File: config.mk
export PLATFORM = sky130hd
export DESIGN_NAME = regfile_mp_flat
export DESIGN_NICKNAME = d
export VERILOG_FILES = /design/src/rtl/regfile_mp_if.sv /design/src/rtl/regfile_mp.sv /design/src/flat_wrapper.sv
export SDC_FILE = /design/constraint.sdc
export NUM_CORES = 2
export LEC_CHECK = 0
export ABC_AREA = 1
export CORE_MARGIN = 2
export CORE_UTILIZATION = 25
export DETAILED_ROUTE_END_ITERATION = 7
export PLACE_DENSITY = 0.43
export RECOVER_POWER = 50
export SLEW_MARGIN = 20
export SYNTH_ARGS = -nofsm -noshare
export SYNTH_HDL_FRONTEND = slang
export SYNTH_SLANG_ARGS = --single-unit
File: constraint.sdc
create_clock -name clk -period 2.6 [get_ports clk]
set_input_delay 0.52 -clock clk [delete_from_list [all_inputs] [get_ports clk]]
set_output_delay 0.52 -clock clk [all_outputs]
set_load 0.01 [all_outputs]
File: src/rtl/regfile_mp_if.sv
`default_nettype none
// ============================================================================
// Module      : regfile_mp_if
// Description : Read/write/clear bus bundle for the multi-port register file.
// Revision    : 1.0  initial release
// ============================================================================
interface regfile_mp_if #(
    parameter int XLEN  = 32,
    parameter int NREGS = 32,
    parameter int NRD   = 2
);
    localparam int AW = (NREGS > 1) ? $clog2(NREGS) : 1;

    logic [NRD*AW-1:0]   raddr;
    logic [NRD*XLEN-1:0] rdata;
    logic                wr_en;
    logic [AW-1:0]       waddr;
    logic [XLEN-1:0]     wdata;
    logic                wr_ready;
    logic                clr_req;
    logic                busy;
    logic                clr_done;

    modport master (
        output raddr, wr_en, waddr, wdata, clr_req,
        input  rdata, wr_ready, busy, clr_done
    );

    modport slave (
        input  raddr, wr_en, waddr, wdata, clr_req,
        output rdata, wr_ready, busy, clr_done
    );
endinterface
`default_nettype wire

File: src/rtl/regfile_mp.sv
`default_nettype none
// ============================================================================
// Module      : regfile_mp
// Description : Multi-read-port register file with write bypass and a
//               one-register-per-cycle sweep clear.
// Revision    : 1.0  initial release
// ============================================================================
module regfile_mp #(
    parameter int XLEN     = 32,
    parameter int NREGS    = 32,
    parameter int NRD      = 2,
    parameter int ZERO_REG = 1,
    parameter int BYPASS   = 1
) (
    input  wire logic  clk,
    input  wire logic  rst_n,
    regfile_mp_if.slave rf
);
    localparam int AW = (NREGS > 1) ? $clog2(NREGS) : 1;
    localparam logic [AW-1:0] c_last    = AW'(NREGS - 1);
    localparam logic [AW-1:0] c_prelast = AW'(NREGS - 2);

    typedef enum logic [0:0] {
        S_IDLE  = 1'b0,
        S_CLEAR = 1'b1
    } state_t;

    state_t              r_state;
    logic [AW-1:0]       r_index;
    logic                r_busy;
    logic                r_clr_done;
    logic [XLEN-1:0]     r_regs [NREGS];

    logic                w_wr_fire;
    logic [AW-1:0]       w_ra;
    logic [NRD*XLEN-1:0] w_rdata;

    assign w_wr_fire = rf.wr_en && !r_busy
                       && (32'(rf.waddr) < NREGS)
                       && !((ZERO_REG != 0) && (rf.waddr == '0));

    assign rf.wr_ready = !r_busy;
    assign rf.busy     = r_busy;
    assign rf.clr_done = r_clr_done;
    assign rf.rdata    = w_rdata;

    // Bypass is naturally suppressed during a sweep because w_wr_fire needs !busy.
    always_comb begin
        w_rdata = '0;
        w_ra    = '0;
        for (int k = 0; k < NRD; k++) begin
            w_ra = rf.raddr[k*AW +: AW];
            if ((ZERO_REG != 0) && (w_ra == '0)) begin
                w_rdata[k*XLEN +: XLEN] = '0;
            end else if (!(32'(w_ra) < NREGS)) begin
                w_rdata[k*XLEN +: XLEN] = '0;
            end else if ((BYPASS != 0) && w_wr_fire && (rf.waddr == w_ra)) begin
                w_rdata[k*XLEN +: XLEN] = rf.wdata;
            end else begin
                w_rdata[k*XLEN +: XLEN] = r_regs[w_ra];
            end
        end
    end

    always_ff @(posedge clk or negedge rst_n) begin
        if (!rst_n) begin
            r_state    <= S_IDLE;
            r_index    <= '0;
            r_busy     <= 1'b0;
            r_clr_done <= 1'b0;
            for (int i = 0; i < NREGS; i++) begin
                r_regs[i] <= '0;
            end
        end else begin
            case (r_state)
                S_IDLE: begin
                    if (w_wr_fire) begin
                        r_regs[rf.waddr] <= rf.wdata;
                    end
                    if (rf.clr_req) begin
                        r_state    <= S_CLEAR;
                        r_index    <= '0;
                        r_busy     <= 1'b1;
                        r_clr_done <= 1'b0;
                    end
                end
                S_CLEAR: begin
                    r_regs[r_index] <= '0;
                    if (r_index == c_last) begin
                        r_state    <= S_IDLE;
                        r_index    <= '0;
                        r_busy     <= 1'b0;
                        r_clr_done <= 1'b0;
                    end else begin
                        r_index    <= r_index + 1'b1;
                        // Raise done so it is visible during the final sweep cycle.
                        r_clr_done <= (r_index == c_prelast);
                    end
                end
                default: begin
                    r_state <= S_IDLE;
                    r_busy  <= 1'b0;
                end
            endcase
        end
    end
endmodule
`default_nettype wire

File: src/flat_wrapper.sv
// flat-port wrapper written by rule: the top's interface ports become plain ports
module regfile_mp_flat 
#(
    parameter int XLEN     = 32,
    parameter int NREGS    = 32,
    parameter int NRD      = 2,
    parameter int ZERO_REG = 1,
    parameter int BYPASS   = 1
)
  (clk, rst_n, rf_raddr, rf_wr_en, rf_waddr, rf_wdata, rf_clr_req, rf_rdata, rf_wr_ready, rf_busy, rf_clr_done);
  regfile_mp_if #(.XLEN(XLEN), .NREGS(NREGS), .NRD(NRD)) rf_i ();
  input  wire logic clk;
  input  wire logic rst_n;
  input wire logic [$bits(rf_i.raddr)-1:0] rf_raddr;
  input wire logic [$bits(rf_i.wr_en)-1:0] rf_wr_en;
  input wire logic [$bits(rf_i.waddr)-1:0] rf_waddr;
  input wire logic [$bits(rf_i.wdata)-1:0] rf_wdata;
  input wire logic [$bits(rf_i.clr_req)-1:0] rf_clr_req;
  output wire logic [$bits(rf_i.rdata)-1:0] rf_rdata;
  output wire logic [$bits(rf_i.wr_ready)-1:0] rf_wr_ready;
  output wire logic [$bits(rf_i.busy)-1:0] rf_busy;
  output wire logic [$bits(rf_i.clr_done)-1:0] rf_clr_done;
  assign rf_i.raddr = rf_raddr;
  assign rf_i.wr_en = rf_wr_en;
  assign rf_i.waddr = rf_waddr;
  assign rf_i.wdata = rf_wdata;
  assign rf_i.clr_req = rf_clr_req;
  assign rf_rdata = rf_i.rdata;
  assign rf_wr_ready = rf_i.wr_ready;
  assign rf_busy = rf_i.busy;
  assign rf_clr_done = rf_i.clr_done;
  regfile_mp #(.XLEN(XLEN), .NREGS(NREGS), .NRD(NRD), .ZERO_REG(ZERO_REG), .BYPASS(BYPASS)) u_core (.clk(clk), .rst_n(rst_n), .rf(rf_i));
endmodule
# Word level (Yosys, flattened, before mapping)
# Cells that the tools add are included.
# totals
ram_bits,0
mem_count,0
in_bits,51
regBits,1032
mem_bits_ro,0
latch_bits,0
# op_classes
add_sub_neg,1
muxes,29
bitwise,7
n_mul,0
n_lt_le_gt_ge,6
n_eq_ne,7
reduce_logical,12
div_mod_pow,0
n_shift,0
# op_table
cell,count
$pmux 1024 s2,1
$and 1024x1024->1024,1
$bwmux 1024,1
$mux 1024,1
$not 1024->1024,1
$bmux 32 s5,2
$demux 32 s5,2
$mux 32,10
$ge 6x6->1 const B,4
$not 5->6,4
$logic_not 5->1,3
$lt 6x1->1 const B,2
$eq 5x5->1,2
$eq 5x5->1 const B,2
$mux 5,2
$pmux 5 s2,1
$logic_and 1x1->1,6
$mux 1,6
$pmux 1 s2,3
$add 5x1->5 const B,1
$ne 2x2->1 const B,2
$logic_not 1->1,2
$ne 2x1->1 const B,1
$reduce_and 2->1,1
$not 1->1,1

# Logic depth before layout (Yosys ltp)
# depth
depth_word,8
ltp_mapped,13

# Least setup slack after synthesis
# OpenSTA, ideal clock, no wires.
# synth_path
path_kind,input port to output port
from,input port rf_waddr[2]
to,output port rf_rdata[38]
slack_ps,223
path_buffers,2
path_stages,9
arrival_time_ps,1857
required_ps,2080
cell_sequence,buf_4 > nor3_4 > nand2_2 > nand2_4 > inv_2 > nand2_2 > clkbuf_1 > o21ai_0 > a21oi_1
# synth_via
elab_chain_cells,6
word_cells_on_any_way,7
cone_classes,1 x eq/ne; 2 x mux; 4 x reduce/logical
# synth_lines
element,line,source
"start, declared",flat_wrapper.sv:16,input wire logic [$bits(rf_i.waddr)-1:0] rf_waddr;
$logic_not 5->1,regfile_mp.sv:40,&& !((ZERO_REG != 0) && (rf.waddr == '0));
$logic_not 1->1,regfile_mp.sv:40,
$logic_and 1x1->1,regfile_mp.sv:40,
$logic_and 1x1->1 (*),regfile_mp.sv:57,end else if ((BYPASS != 0) && w_wr_fire && (rf.waddr == w_ra)) begin
$mux 32 (*),regfile_mp.sv:57,
$mux 32 (*),regfile_mp.sv:53,if ((ZERO_REG != 0) && (w_ra == '0)) begin
"end, declared",flat_wrapper.sv:19,output wire logic [$bits(rf_i.rdata)-1:0] rf_rdata;
# Every way passes the cells marked *; elsewhere a longest branch is shown, timed or not.

# Final worst setup path
# layout_path
from,input port rf_waddr[4]
to,output port rf_rdata[58]
# The elaborated chain is that of the path after synthesis.

==> out/results.md <==
| Quantity | This run | Unit |
| --- | --- | --- |
| Count of yosys warnings during synthesis | 0 | - |
| H-tree depth | 4 | - |
| Number of clock sinks seen by CTS | 1032 | - |
| Routed wire length | 342100 | um |
| Final hold violation count | 0 | - |
| Number of flops mapped to enable cells by yosys | 0 | - |
| DR WL/cell | 27.95 | um |
| Post-DP HPWL | 221700 | um |
| Cell accounting for the most synthesized area | sky130_fd_sc_hd__dfrtp_1 | - |
| Cell family with most CP delay | buffers and inverters | - |
| TritonCTS Buffers | 132 | - |
| Sequential share of the synthesized area | 42.25 | % |
| Power density relative to cell area | 711.6 | nW/um2 |
| Clock Root Buffer | sky130_fd_sc_hd__clkbuf_16 | - |
| Tightest Pin Transition | 1.249 | ns |
| Most area-consuming cells after synthesis | sky130_fd_sc_hd__dfrtp_1 42%, sky130_fd_sc_hd__nand2_1 15%, sky130_fd_sc_hd__nand3_1 13%, sky130_fd_sc_hd__inv_1 6.7%, sky130_fd_sc_hd__o22ai_1 4.9% | - |
| Final net count | 8994 | - |
| Setup WS post-layout | -0.5846 | ns |
| Initial cell density of the core | 25.13 | % |
| Total iterations of the first detailed-routing run | 7 | - |
| Kind of end point of the critical path | output pin | - |
| FFs w/ async S/R, synth | 100.0 | % |
| Total non-filler cell area in the finished layout | 77540 | um2 |
| Static Leak | 37.38 | nW |
| Remaining antenna violation count after routing | 0 | - |
| Peak clock frequency supported by timing | 314.0 | MHz |
| Worst Path Max Fanout | 5 | - |
| TritonCTS clock tree | done | - |
| Die X-Extent | 498.5 | um |
| Total via count in the routed design | 66.35k | - |
| Kind of critical path | in2out | - |
| Worst-path cell with the longest stage delay | sky130_fd_sc_hd__clkdlybuf4s50_1 | - |
| Core area | 243200 | um2 |
| Average size of a mapped cell | 7.046 | um2 |
| Register bit total from synthesis | 1032 | - |
| Type of the tightest min-delay check | in2reg | - |
| Setup Viol. Count Final | 64 | - |
| Full die area | 248500 | um2 |
| Yosys top cell area share | 42.25 | % |
| Min Tclk post-route | 3.185 | ns |
| Routability congestion estimate from global placement | 0.8993 | - |
| Pin count of the biggest net entering global routing | 100 | - |
| Highest-count cells in the layout ignoring fill and taps | 2489 x sky130_fd_sc_hd__nand2_1, 1623 x sky130_fd_sc_hd__nand3_1, 1085 x sky130_fd_sc_hd__inv_1, 1032 x sky130_fd_sc_hd__dfrtp_1, 478 x sky130_fd_sc_hd__o22ai_1 | - |
| Status | finished with violations | - |
| First-pass GRT wire length | 483000 | um |
| CTS clk-pin slew, worst paths | 0.05 | ns |
| Starting DRC count in detailed routing | 8560 | - |
| Syn Nets | 8731 | - |
| Height of the chip | 498.5 | um |
| Number of cells after detailed placement | 11.97k | - |
| Final cell count without fillers | 12.24k | - |
| Area of the mapped netlist | 61120 | um2 |
| Utilization of the core after routing | 31.88 | % |
| Worst-skew pair later-pin latency | 0.81 | ns |
| Total of max-cap violations | 0 | - |
| Most common library cell in the layout ignoring fill and taps | sky130_fd_sc_hd__nand2_1 | - |
| Most used DFF post-synth | sky130_fd_sc_hd__dfrtp_1 | - |
| Critical Path Source Type | input port | - |
| Maximum number of buffers from clock root to sink | 3 | - |
| Share of the clock period used by the worst path | 122.5 | % |
| Data arrival time at the worst-slack endpoint | 2.66 | ns |
| Count of cell types in the netlist | 40 | - |
| Number of global-route vias before repair | 63.08k | - |
| Total global-route track usage | 26.78 | % |
| Overflow left after global routing | 0 | - |
| Layout Skew | 0.02382 | ns |
| Critical path buffer and inverter count | 6 | - |
| Worst Path Required | 2.08 | ns |
| Share of layout cells above drive strength 1 | 13.91 | % |
| Number of DRC violations after detailed routing | 0 | - |
| Slew margin rel. | 16.70 | % |
| Number of antenna violations at the first check in global routing | 18 | - |
| Worst stage delay on the critical path | 0.41 | ns |
| Register-to-Register Setup Slack | 0.27 | ns |
| Unrepaired setup endpoints after global routing | yes | - |
| Area Growth Syn to Fin | 26.86 | % |
| Cells along the critical path | clkdlybuf4s50_1, buf_4, xnor2_1, nand3_2, nor2_4, nand2_8, buf_12, buf_16, buf_8, nand2_2, nor2_2, nor2_1, buf_2 | - |
| Input/output buffers | 117 | - |
| Pins Over Slew Limit | 0 | - |
| Peak supply drop | 0.0006211 | V |
| Vias per Instance | 5.421 | - |
| Violated checks | negative setup slack | - |
| Number of I/O pins | 118 | - |
| Site Rows | 181 | - |
| Area after DPL | 72660 | um2 |
| Mapped Cells | 8675 | - |
registers in the layout (all words and copies together) (netlist names):
name	cells
u_core.rf.clr_done	1
u_core.r_index	5
u_core.r_regs	1024
u_core.r_state	1
u_core.rf.busy	1
per-stage QoR:
step	TNS [ns]	setup WS, ns	hold slack (ns)	total power, mW
floorplan	0	0.2230	0.2244	28.66
global placement	-279.82	-1.128	0.4504	35.64
detailed placement	-287.85	-1.132	0.4534	35.77
CTS	-30.90	-0.6591	0.2338	55.23
global route	-38.37	-0.6589	0.4033	57.68
finish	-28.02	-0.5846	0.4245	55.18
where the power goes:
part           leakage [nW]  switching, mW  internal (mW)  total [mW]
Clock                  2.17           8.04           11.3        19.3
Combinational          21.7           10.6           5.44        16.0
Sequential             13.5          0.990           18.8        19.8
cell families (layout without fill, tap and decap cells):
group	count (synthesis)	count (layout)	synth area share [%]
AOI/OAI and AO/OA	1410	1410	14.76
xor gates and xnor gates	10	10	0.1433
adders and majority gates	5	5	0.1023
buffers and inverters	1893	2255	12.36
DFF	1032	1032	42.25
other	0	1	0
and+or+nand+nor	4325	4325	30.39
synthesized netlist by cell type, types with 9 or more instances:
master,n
sky130_fd_sc_hd__buf_6,9
sky130_fd_sc_hd__nand3_1,1629
sky130_fd_sc_hd__o211ai_1,178
sky130_fd_sc_hd__o21ai_1,29
sky130_fd_sc_hd__dfrtp_1,1032
sky130_fd_sc_hd__buf_2,279
sky130_fd_sc_hd__o22ai_1,478
sky130_fd_sc_hd__nand2_1,2513
sky130_fd_sc_hd__nor3_4,11
sky130_fd_sc_hd__inv_1,1095
sky130_fd_sc_hd__a21oi_1,109
sky130_fd_sc_hd__or2_2,14
sky130_fd_sc_hd__clkbuf_1,386
sky130_fd_sc_hd__nor2_1,127
sky130_fd_sc_hd__buf_1,105
sky130_fd_sc_hd__o31ai_1,353
sky130_fd_sc_hd__o21ai_0,254
layer usage:
layer | global-route usage, % | routed length, um
met5 | 0 | 67
met4 | 13.41 | 19010
met3 | 5.020 | 30220
met2 | 40.98 | 150500
met1 | 36.01 | 142300
path summary, 6_finish.rpt:
| kind | startpoint | to | cells past startpoint |
|---|---|---|---|
| setup / recovery | rf_waddr[4] | rf_rdata[58] | 13 |
| hold / removal | rf_clr_req | u_core.r_state | 3 |
| setup reg to reg | u_core.r_state | u_core.r_regs[117] | 8 |
| hold reg to reg | u_core.r_regs[1005] | u_core.r_regs[1005] | 2 |
| max in group asynchronous | rst_n | u_core.r_regs[422] | 4 |
| min in group asynchronous | rst_n | u_core.r_regs[993] | 2 |
cell type report:
cell class | count | area, um2
Fill cell | 25883 | 165700
Timing Repair Buffer | 915 | 10720
Antenna cell | 1 | 2.502
Clock inverter | 48 | 599.3
Inverter | 1107 | 4210
Sequential cell | 1032 | 25820
Multi-Input combinational cell | 5750 | 28390
Tap cell | 3202 | 4006
Clock buffer | 185 | 3795
worst reg2reg max path, stage by stage, from the launching register on:
cell                       delay, ns
sky130_fd_sc_hd__dfrtp_1        0.48
sky130_fd_sc_hd__clkinv_1       0.43
sky130_fd_sc_hd__nand2_1        0.37
sky130_fd_sc_hd__nor3_1         0.10
sky130_fd_sc_hd__buf_4          0.17
sky130_fd_sc_hd__a21oi_4        0.28
sky130_fd_sc_hd__buf_12         0.23
sky130_fd_sc_hd__nand2_1        0.11
sky130_fd_sc_hd__o21ai_0        0.08
repair_timing:
action,4_1_cts,5_1_grt
hold endpoints to repair,74,0
resized for setup,357,67
setup endpoints to repair,65,64
pin swaps,18,25
hold buffers,1,0
buffers inserted,25,7
gates cloned,5,2
Note: power is estimated with default switching activity, not from simulation.
